[config.mk]
export PLATFORM = sky130hd
export DESIGN_NAME = shift_arbiter
export DESIGN_NICKNAME = d
export VERILOG_FILES = /design/src/rtl/shift_pkg.sv /design/src/rtl/barrelshift.sv /design/src/rtl/shift_rsp_slot.sv /design/src/rtl/shift_arbiter.sv
export SDC_FILE = /design/constraint.sdc
export NUM_CORES = 1
export LEC_CHECK = 0
export ABC_AREA = 1
export BUFFER_PORTS_ARGS = -buffer_cell sky130_fd_sc_hd__buf_2
export CAP_MARGIN = 20
export CORE_MARGIN = 2
export CORE_UTILIZATION = 60
export CTS_CLUSTER_DIAMETER = 30
export DETAILED_ROUTE_END_ITERATION = 7
export PLACE_DENSITY = 0.87
export RECOVER_POWER = 100
export SKIP_LAST_GASP = 1
export SYNTH_ARGS = -nofsm -noshare
export SYNTH_HDL_FRONTEND = slang
export SYNTH_SLANG_ARGS = --single-unit
[constraint.sdc]
create_clock -name clk -period 6.1 [get_ports clk]
set_clock_uncertainty 0.05 [all_clocks]
set_input_delay 1.22 -clock clk [delete_from_list [all_inputs] [get_ports clk]]
set_output_delay 1.22 -clock clk [all_outputs]
set_load 0.005 [all_outputs]
[src/rtl/shift_pkg.sv]
`default_nettype none
// +----------------------------------------------------------------------+
// | shift_pkg : shared constants for the EX-stage shifter arbiter         |
// | Rev 1.0                                                               |
// +----------------------------------------------------------------------+
package shift_pkg;

  localparam logic REQ_EX  = 1'b0;
  localparam logic REQ_MEM = 1'b1;

  localparam int SHAMT_W = 5;
  localparam int XLEN    = 32;

  localparam logic DIR_L = 1'b0;
  localparam logic DIR_R = 1'b1;

endpackage
`default_nettype wire

[src/rtl/barrelshift.sv]
`default_nettype none
// +----------------------------------------------------------------------+
// | barrelshift : combinational 32-bit left/right logical/arith shifter  |
// | Rev 1.0                                                               |
// +----------------------------------------------------------------------+
module barrelshift
  import shift_pkg::*;
(
  input  logic [XLEN-1:0]    i_din,
  input  logic [SHAMT_W-1:0] i_shamt,
  input  logic               i_al,
  input  logic               i_lr,
  output logic [XLEN-1:0]    o_dout
);

  always_comb begin
    o_dout = i_din << i_shamt;
    if (i_lr == DIR_R) begin
      if (i_al) o_dout = $unsigned($signed(i_din) >>> i_shamt);
      else      o_dout = i_din >> i_shamt;
    end
  end

endmodule
`default_nettype wire

[src/rtl/shift_rsp_slot.sv]
`default_nettype none
// +----------------------------------------------------------------------+
// | shift_rsp_slot : one-entry result buffer with drain/refill and clear  |
// | Rev 1.0                                                               |
// +----------------------------------------------------------------------+
module shift_rsp_slot
  import shift_pkg::*;
#(
  parameter int TAG_W = 5
) (
  input  logic             clk,
  input  logic             i_clr,
  input  logic             i_load,
  input  logic [XLEN-1:0]  i_dout,
  input  logic [TAG_W-1:0] i_tag,
  input  logic             i_drain,
  output logic             o_valid,
  output logic [XLEN-1:0]  o_dout,
  output logic [TAG_W-1:0] o_tag
);

  localparam logic [0:0] c_EMPTY = 1'b0;
  localparam logic [0:0] c_FULL  = 1'b1;

  logic [0:0]       r_state;
  logic [0:0]       w_state_nxt;
  logic [XLEN-1:0]  r_dout;
  logic [TAG_W-1:0] r_tag;

  always_ff @(posedge clk) begin
    if (i_clr) r_state <= c_EMPTY;
    else       r_state <= w_state_nxt;
  end

  // A load in the draining cycle keeps the slot FULL with no bubble.
  always_comb begin
    w_state_nxt = r_state;
    if (i_load)                              w_state_nxt = c_FULL;
    else if ((r_state == c_FULL) && i_drain) w_state_nxt = c_EMPTY;
  end

  always_ff @(posedge clk) begin
    if (i_clr) begin
      r_dout <= '0;
      r_tag  <= '0;
    end else if (i_load) begin
      r_dout <= i_dout;
      r_tag  <= i_tag;
    end
  end

  always_comb begin
    o_valid = (r_state == c_FULL);
    o_dout  = r_dout;
    o_tag   = r_tag;
  end

endmodule
`default_nettype wire

[src/rtl/shift_arbiter.sv]
`default_nettype none
// +----------------------------------------------------------------------+
// | shift_arbiter : round-robin sharing of one barrelshift by two ports  |
// | Rev 1.0                                                               |
// +----------------------------------------------------------------------+
module shift_arbiter
  import shift_pkg::*;
#(
  parameter int RR_INIT = 0,
  parameter int TAG_W   = 5
) (
  input  logic               clk,
  input  logic               rst,
  input  logic               req0_valid,
  output logic               req0_ready,
  input  logic [31:0]        req0_din,
  input  logic [4:0]         req0_shamt,
  input  logic               req0_al,
  input  logic               req0_lr,
  input  logic [TAG_W-1:0]   req0_tag,
  input  logic               req1_valid,
  output logic               req1_ready,
  input  logic [31:0]        req1_din,
  input  logic [4:0]         req1_shamt,
  input  logic               req1_al,
  input  logic               req1_lr,
  input  logic [TAG_W-1:0]   req1_tag,
  output logic               rsp0_valid,
  input  logic               rsp0_ready,
  output logic [31:0]        rsp0_dout,
  output logic [TAG_W-1:0]   rsp0_tag,
  output logic               rsp1_valid,
  input  logic               rsp1_ready,
  output logic [31:0]        rsp1_dout,
  output logic [TAG_W-1:0]   rsp1_tag,
  input  logic               flush0
);

  localparam logic c_LAST_RST = (RR_INIT == 0) ? REQ_MEM : REQ_EX;

  logic              r_last;
  logic              w_elig0, w_elig1;
  logic              w_grant0, w_grant1;
  logic [XLEN-1:0]   w_sh_din, w_sh_dout;
  logic [SHAMT_W-1:0] w_sh_shamt;
  logic              w_sh_al, w_sh_lr;

  // A full slot is still eligible when its consumer drains it this cycle.
  assign w_elig0 = req0_valid & (~rsp0_valid | rsp0_ready) & ~flush0;
  assign w_elig1 = req1_valid & (~rsp1_valid | rsp1_ready);

  assign w_grant0 = ~rst & w_elig0 & (~w_elig1 | (r_last == REQ_MEM));
  assign w_grant1 = ~rst & w_elig1 & (~w_elig0 | (r_last == REQ_EX));

  assign req0_ready = w_grant0;
  assign req1_ready = w_grant1;

  always_ff @(posedge clk) begin
    if (rst)           r_last <= c_LAST_RST;
    else if (w_grant0) r_last <= REQ_EX;
    else if (w_grant1) r_last <= REQ_MEM;
  end

  always_comb begin
    w_sh_din   = w_grant1 ? req1_din   : req0_din;
    w_sh_shamt = w_grant1 ? req1_shamt : req0_shamt;
    w_sh_al    = w_grant1 ? req1_al    : req0_al;
    w_sh_lr    = w_grant1 ? req1_lr    : req0_lr;
  end

  barrelshift u_shift (
    .i_din   (w_sh_din),
    .i_shamt (w_sh_shamt),
    .i_al    (w_sh_al),
    .i_lr    (w_sh_lr),
    .o_dout  (w_sh_dout)
  );

  shift_rsp_slot #(.TAG_W(TAG_W)) u_slot0 (
    .clk     (clk),
    .i_clr   (rst | flush0),
    .i_load  (w_grant0),
    .i_dout  (w_sh_dout),
    .i_tag   (req0_tag),
    .i_drain (rsp0_ready),
    .o_valid (rsp0_valid),
    .o_dout  (rsp0_dout),
    .o_tag   (rsp0_tag)
  );

  shift_rsp_slot #(.TAG_W(TAG_W)) u_slot1 (
    .clk     (clk),
    .i_clr   (rst),
    .i_load  (w_grant1),
    .i_dout  (w_sh_dout),
    .i_tag   (req1_tag),
    .i_drain (rsp1_ready),
    .o_valid (rsp1_valid),
    .o_dout  (rsp1_dout),
    .o_tag   (rsp1_tag)
  );

endmodule
`default_nettype wire

==> results of run 1 <==
## worst max-delay path by stage
stage	startpoint	end	slack [ns]	cells past startpoint
finish	flush0	u_slot0.o_dout[9]$_SDFFE_PP0P_	1.13	16
global placement	flush0	u_slot0.o_dout[9]$_SDFFE_PP0P_	1.42	17
global route	req0_valid	u_slot0.o_dout[9]$_SDFFE_PP0P_	0.77	17
CTS	flush0	u_slot0.o_dout[9]$_SDFFE_PP0P_	1.68	17
detailed placement	flush0	u_slot0.o_dout[9]$_SDFFE_PP0P_	1.40	17
floorplan	rsp1_ready	req0_ready	2.76	6
## critical path: stages
cell	delay [ns]
clkbuf_1	0.08
nor2_1	0.13
nand3_1	0.22
nand2_4	0.45
buf_4	0.51
nand2_1	0.10
nand2_1	0.12
clkbuf_2	0.89
nor2_1	0.36
inv_1	0.17
nor2_1	0.11
nor2_1	0.20
nand3_1	0.27
nand3_1	0.18
nand2_1	0.09
inv_1	0.07
## metrics by stage
step	instance area, sq um	cells
2_1_floorplan	7592	1442
3_3_place_gp	8322	1709
3_5_place_dp	8322	1709
4_1_cts	8627	1725
5_1_grt	8557	1726
6_report	8557	1726
## power groups by stage
stage,clock [W],sequential (W),combinational [W]
final,0.000550,0.000553,0.000834
after detailed placement,0,0.000562,0.000796
after global routing,0.000567,0.000556,0.000911
after global placement,0,0.000561,0.000794
after CTS,0.000549,0.000551,0.000802
after floorplan,0,0.000564,0.000565
## flip-flops by register name, summed over array words and instances (netlist names)
name and flops:
u_slot1.o_tag 5, r_last 1, u_slot1.o_dout 32, u_slot0.o_tag 5, u_slot0.o_valid 1, u_slot0.o_dout 32, u_slot1.o_valid 1
## layer usage
metal / up-vias / wire [um]
li1: 4869 / -
met1: 4539 / 11560
met2: 725 / 12640
met3: 112 / 3558
met4: 0 / 1348
met5: - / 0
## cells by family (layout without fill, tap and decap cells)
group | Yosys count | count (layout) | synth area share (%)
simple gates | 1052 | 1052 | 59.89
buf+inv | 232 | 344 | 13.51
flops | 77 | 77 | 20.30
compound gates | 81 | 81 | 6.295
## cell type report
type | instances | area, sq um
clock buffers | 9 | 225.2
clock inverters | 7 | 80.08
fillers | 1180 | 3909
inverters | 137 | 514.2
multi-input cells | 1133 | 5050
flip-flops and latches | 77 | 1541
well taps | 172 | 215.2
repair buffers | 191 | 930.9
## cell usage after synthesis
cell	count
nand2_2	3
buf_1	6
buf_6	3
o21ai_4	2
or2_1	1
nand4_1	16
o211ai_1	13
nand3b_1	6
clkbuf_1	20
a21oi_1	13
buf_4	20
a31oi_1	4
inv_1	127
o21ai_1	23
o2111ai_1	1
or2_2	1
o21ai_2	2
inv_2	10
nand2_1	530
o22ai_1	1
dfxtp_1	77
nor2_1	95
nand3_1	386
buf_2	46
nor2_4	1
and2_1	2
nor2_2	11
o21ai_0	22
==> summary.md, run 1 <==
| Metric | Value |
|---|---|
| Met2 global-route usage | between 60% and 70% |
| WHS Endpoint | u_slot1.o_dout[18]$_SDFFE_PP0N_ |
| Share of cells above drive strength 1 | between 10 and 15% |
| Routability cong. | 1.047 |
| Setup Crit Path Kind | primary input to flop |
| Reg2reg path depth | 15 |
| Slew margin rel. | -96.80% |
| Final Hold Fails | 0 |
| Post-Syn Area | 7592 sq um |
| Reg2reg start | u_slot0.o_valid$_SDFFE_PP0P_ |
| Max-cap violations | 1 |
| Hold Path Origin | u_slot1.o_dout[18]$_SDFFE_PP0N_ |
| M1 GR Usage | between 50% and 60% |
| Most frequent cells in the layout | nand2_1, nand3_1, inv_1, buf_2, nor2_1 |
| Post-DP HPWL | roughly 22 mm |
| 1st-pass router iterations | 6 |
| Die area | ~14000 sq um |
| Period utilisation layout | between 80% and 90% |
| Unrepaired setup endpoints after global routing | false |
| F_max | between 200 and 250 MHz |
| M3 GR Usage | ~11% |
| Avg Inst Size Synth | 5.265 sq um |
| Initial core utilization | a little over 60% |
| Critical path capture point type | flop |
| Die Y | roughly 120 um |
| Gate power share | between 40% and 50% |
| Die X | 116.5 um |
| Gr usage total | between 40% and 50% |
| Commonest non-fill, non-tap cell in the layout | nand2_1 |
| DRT antenna net count | 0 |
| Setup violators final | 0 |
| Via count | roughly 10000 |
| YS warnings | 0 |
| Period minus WS final | 4.970 ns |
| Worst hold slack | between 0.4 and 0.5 ns |
| Vias in the first global route | 8646 |
| Violated checks | max-capacitance violations, max-slew violations |
| Seq pwr share | ~28% |
| GRT busiest layer | met2 |
| IO buf count | 172 |
| Post-CTS Resized | 0 |
| Ant diodes | 0 |
| Site Rows | 41 |
| Sink Count | slightly below 80 |
| Post-CTS Setup Bufs | 0 |
| # DRC | 0 |
| Worst R2R End | u_slot0.o_dout[9]$_SDFFE_PP0P_ |
| Skew-Pair Late Insertion Delay | around 0.34 ns |
| Int Power | ~0.0011 W |
| R2R Setup Slk | about 1.8 ns |
| Synth Instances | roughly 1400 |
| Fin. max-slew vios | ~70 |
| Vias per cell | 5.936 |
| Worst EP required | ~6.3 ns |
| Worst vdd ir | approximately 200 uV |
| Area contributors post-synth | nand2_1, nand3_1, dfxtp_1 |
| Nets | ~1600 |
| CTS buffer count | 9 |
| Initial DRC Count | roughly 1800 |
| Critical path startpoint category | primary input |
| Setup TNS | 0 ns |
| GR Overflow Total | 0 |
| Total power | just under 0.002 W |
| CP Max Fanout | 56 |
| Sw Pwr | around 0.00083 W |
| H-tree levels | 3 |
| Clock power frac | 28.4% |
| Wire length per cell | approximately 17 um |
| Post-Place Worst Slack | 1.404 ns |
| First-pass GRT wire length | 44.65 mm |
| Hold Crit Depth | 2 |
| Area leader, netlist | nand2_1 |
| Leak | about 4.7 nW |
| Status | finished with violations |
| Post-synth cell types | 28 |
| Drt total wl | 29.11 mm |
| Clk slew on worst S/H paths | around 0.070 ns |
| PwrDens | approximately 230 nW/um^2 |
| Post-synth top area share | approximately a quarter |
| Core area | between 10000 and 15000 sq um |
| CP Data Arrival Time | 5.21 ns |
| Maximum root-to-sink buffer count | 2 |
| Post-synth net total | ~1500 |
| Number of I/O pins | about 170 |
| Sw frac | a little over two fifths |
| Largest net degree at the start of global routing | between 70 and 80 |
| Core Util, Final | approximately 69% |
| Register bit total from synthesis | 77 |
| CTS tree | built |
| Layout area overhead | 12.71% |
| Hold_buf cts | 0 |
| Sequential fraction of the synthesis area | between 20% and 30% |
| Slew @ Worst Pin | approximately 3 ns |
| Initial antenna violation count | 0 |
| Min setup slack post-route | ~1.1 ns |
| Clock Tree Root | clkbuf_16 |
| Path category of the worst min-delay check | flop to flop |
Power figures use the tool's default switching activity.
==> inputs of run 2 (changes only) <==
--- a/config.mk
+++ b/config.mk
@@ -9,10 +9,10 @@
 export BUFFER_PORTS_ARGS = -buffer_cell sky130_fd_sc_hd__buf_2
 export CAP_MARGIN = 20
 export CORE_MARGIN = 2
-export CORE_UTILIZATION = 60
+export CORE_UTILIZATION = 56
 export CTS_CLUSTER_DIAMETER = 30
 export DETAILED_ROUTE_END_ITERATION = 7
-export PLACE_DENSITY = 0.87
+export PLACE_DENSITY = 0.82
 export RECOVER_POWER = 100
 export SKIP_LAST_GASP = 1
 export SYNTH_ARGS = -nofsm -noshare
==> constraint.sdc (replaced) <==
create_clock -name clk -period 5.15 [get_ports clk]
set_clock_uncertainty 0.05 [all_clocks]
set_input_delay 1.03 -clock clk [delete_from_list [all_inputs] [get_ports clk]]
set_output_delay 1.03 -clock clk [all_outputs]
set_load 0.005 [all_outputs]
==> summary.md, run 2 (same netlist as run 1, synthesis figures left out) <==
| Metric | Value |
|---|---|
| Status | finished with violations |
| Violated checks | max-capacitance violations, max-slew violations |
| Buffers & Inverters on Critical Path | 5 |
| Share of cells above drive strength 1 | 12.55% |
| Gr usage total | between 30% and 40% |
| Post-CTS Setup Bufs | 0 |
| Critical path launch point | rst |
| R2R Setup Slk | approximately 1.3 ns |
| Period utilisation layout | 85.87% |
| GR Overflow Total | 0 |
| Critical path startpoint category | primary input |
| F_max | ~230 MHz |
| Core area | 13240 sq um |
| Largest net degree at the start of global routing | 74 |
| DRT antenna net count | 0 |
| Nets | roughly 1600 |
| Slew @ Worst Pin | between 1.5 and 2 ns |
| Slowest cell on crit path | clkbuf_1 |
| Crit path largest cell delay | 1.31 ns |
| Routability cong. | between 1 and 1.5 |
| Maximum root-to-sink buffer count | 2 |
| Die X | about 120 um |
| Vias per cell | roughly 5.8 |
| Reg2reg path depth | 15 |
| Worst R2R End | u_slot1.o_dout[6]$_SDFFE_PP0N_ |
| CP Max Fanout | 39 |
| Site Rows | 42 |
| Leak | 4.830 nW |
| CP Data Arrival Time | about 3.3 ns |
| Final Hold Fails | 0 |
| Layout area overhead | 13.12% |
| Critical Path End | req0_ready |
| 1st-pass router iterations | 8 |
| Worst hold slack | between 0.4 and 0.5 ns |
| First-pass GRT wire length | about 45 mm |
| Critical path capture point type | primary output |
| Via count | 10080 |
| Top delay family on crit path | buffers and inverters |
| Sink Count | 77 |
| CTS buffer count | 9 |
| Ant diodes | 0 |
| Max-cap violations | 1 |
| Worst-path cell chain | clkbuf_1 > inv_1 > clkbuf_1 > nand4_1 > clkinv_1 > buf_2 |
| Skew-Pair Late Insertion Delay | roughly 0.34 ns |
| Reg2reg start | u_slot0.o_valid$_SDFFE_PP0P_ |
| Die Y | ~120 um |
| Total power | 0.002281 W |
| CTS tree | built |
| Wire length per cell | 16.27 um |
| Commonest non-fill, non-tap cell in the layout | nand2_1 |
| Most used cell along the critical path | clkbuf_1 |
| Hold_buf cts | 0 |
| Post-CTS Resized | 0 |
| Period minus WS final | between 4 and 5 ns |
| Number of I/O pins | approximately 170 |
| Slew margin rel. | -22.97% |
| # DRC | 0 |
| WP depth | 6 |
| Unrepaired setup endpoints after global routing | false |
| Drt total wl | about 28 mm |
| Initial core utilization | a little under three fifths |
| Vias in the first global route | 8941 |
| Clock Tree Root | clkbuf_16 |
| Fillers | 1421 |
| Most frequent cells in the layout | nand2_1, nand3_1, buf_2, inv_1, nor2_1 |
| Worst EP required | roughly 4.1 ns |
| Clk slew on worst S/H paths | roughly 0.06 ns |
| Initial antenna violation count | 0 |
| Setup Crit Path Kind | primary input to primary output |
| PwrDens | 265.5 nW/um^2 |
| Die area | 14500 sq um |
| Core Util, Final | approximately two thirds |
| Post-DP HPWL | roughly 22 mm |
| Fin. max-slew vios | 40 |
| Worst vdd ir | 198.1 uV |
| H-tree levels | 3 |
| Path category of the worst min-delay check | flop to flop |
| Initial DRC Count | between 1000 and 1500 |
| IO buf count | 172 |
| Setup violators final | 0 |
| Setup TNS | 0 ns |
==> run 2: cell count changes in the layout (fill, tap and decap cells not counted), sizes merged <==
| cell | change |
|---|---|
| buf | +32 |
| clkbuf | -32 |
==> run 2: final cells by class <==
type | instances | area, sq um | area share, %
multi-input cells | 1133 | 5045 | 58.74
flip-flops and latches | 77 | 1541 | 17.95
repair buffers | 191 | 962.2 | 11.20
inverters | 137 | 514.2 | 5.988
clock buffers | 9 | 225.2 | 2.622
well taps | 176 | 220.2 | 2.564
clock inverters | 7 | 80.08 | 0.9324
==> run 2: metrics by stage <==
stage | setup WS, ns | cell area (sq um) | std cells
5_1_grt | 0.4686 | 8588 | 1730
3_3_place_gp | 0.9502 | 8347 | 1714
3_5_place_dp | 0.9114 | 8347 | 1714
2_1_floorplan | 2.194 | 7592 | 1442
4_1_cts | 1.256 | 8652 | 1730
6_report | 0.7275 | 8588 | 1730
==> run 2: per-layer routing <==
| layer | vias up | part of all wire, % | GRT usage [%] |
|---|---|---|---|
| met5 | - | 0 | 0 |
| met4 | 0 | 3.4 | 14.24 |
| met3 | 88 | 11 | 9.057 |
| met2 | 590 | 45 | 61.30 |
| met1 | 4528 | 41 | 52.17 |
| li1 | 4870 | - | - |
==> run 2: worst min path at each step <==
stage	start	to	slack, ns	cells after the start
global route	u_slot1.o_dout[17]$_SDFFE_PP0N_	u_slot1.o_dout[17]$_SDFFE_PP0N_	0.44	2
global placement	u_slot1.o_tag[2]$_SDFFE_PP0N_	u_slot1.o_tag[2]$_SDFFE_PP0N_	0.40	2
CTS	u_slot1.o_tag[2]$_SDFFE_PP0N_	u_slot1.o_tag[2]$_SDFFE_PP0N_	0.41	2
floorplan	r_last$_SDFFE_PP1P_	r_last$_SDFFE_PP1P_	0.41	2
detailed placement	u_slot1.o_tag[2]$_SDFFE_PP0N_	u_slot1.o_tag[2]$_SDFFE_PP0N_	0.40	2
finish	u_slot1.o_tag[2]$_SDFFE_PP0N_	u_slot1.o_tag[2]$_SDFFE_PP0N_	0.41	2
==> run 2: where the power goes <==
part	internal, W	switching [W]	total (W)	leakage, nW
Combinational	0.000291	0.000680	0.000971	4.05
Clock	0.000383	0.000273	0.000656	0.149
Sequential	0.000634	0.0000203	0.000654	0.629
==> run 2: worst reg2reg max path: stages (launching register included) <==
cell and delay (ns):
dfxtp_1 0.31, nand2_1 0.10, nand3_1 0.15, nand2_4 0.45
inv_2 0.10, clkbuf_2 0.53, nand2_1 0.20, nand2_1 0.09
inv_2 0.44, buf_4 0.41, nand3_1 0.25, nand3_1 0.20
nand4_1 0.28, nand3_1 0.17, nand2_1 0.07, inv_1 0.05
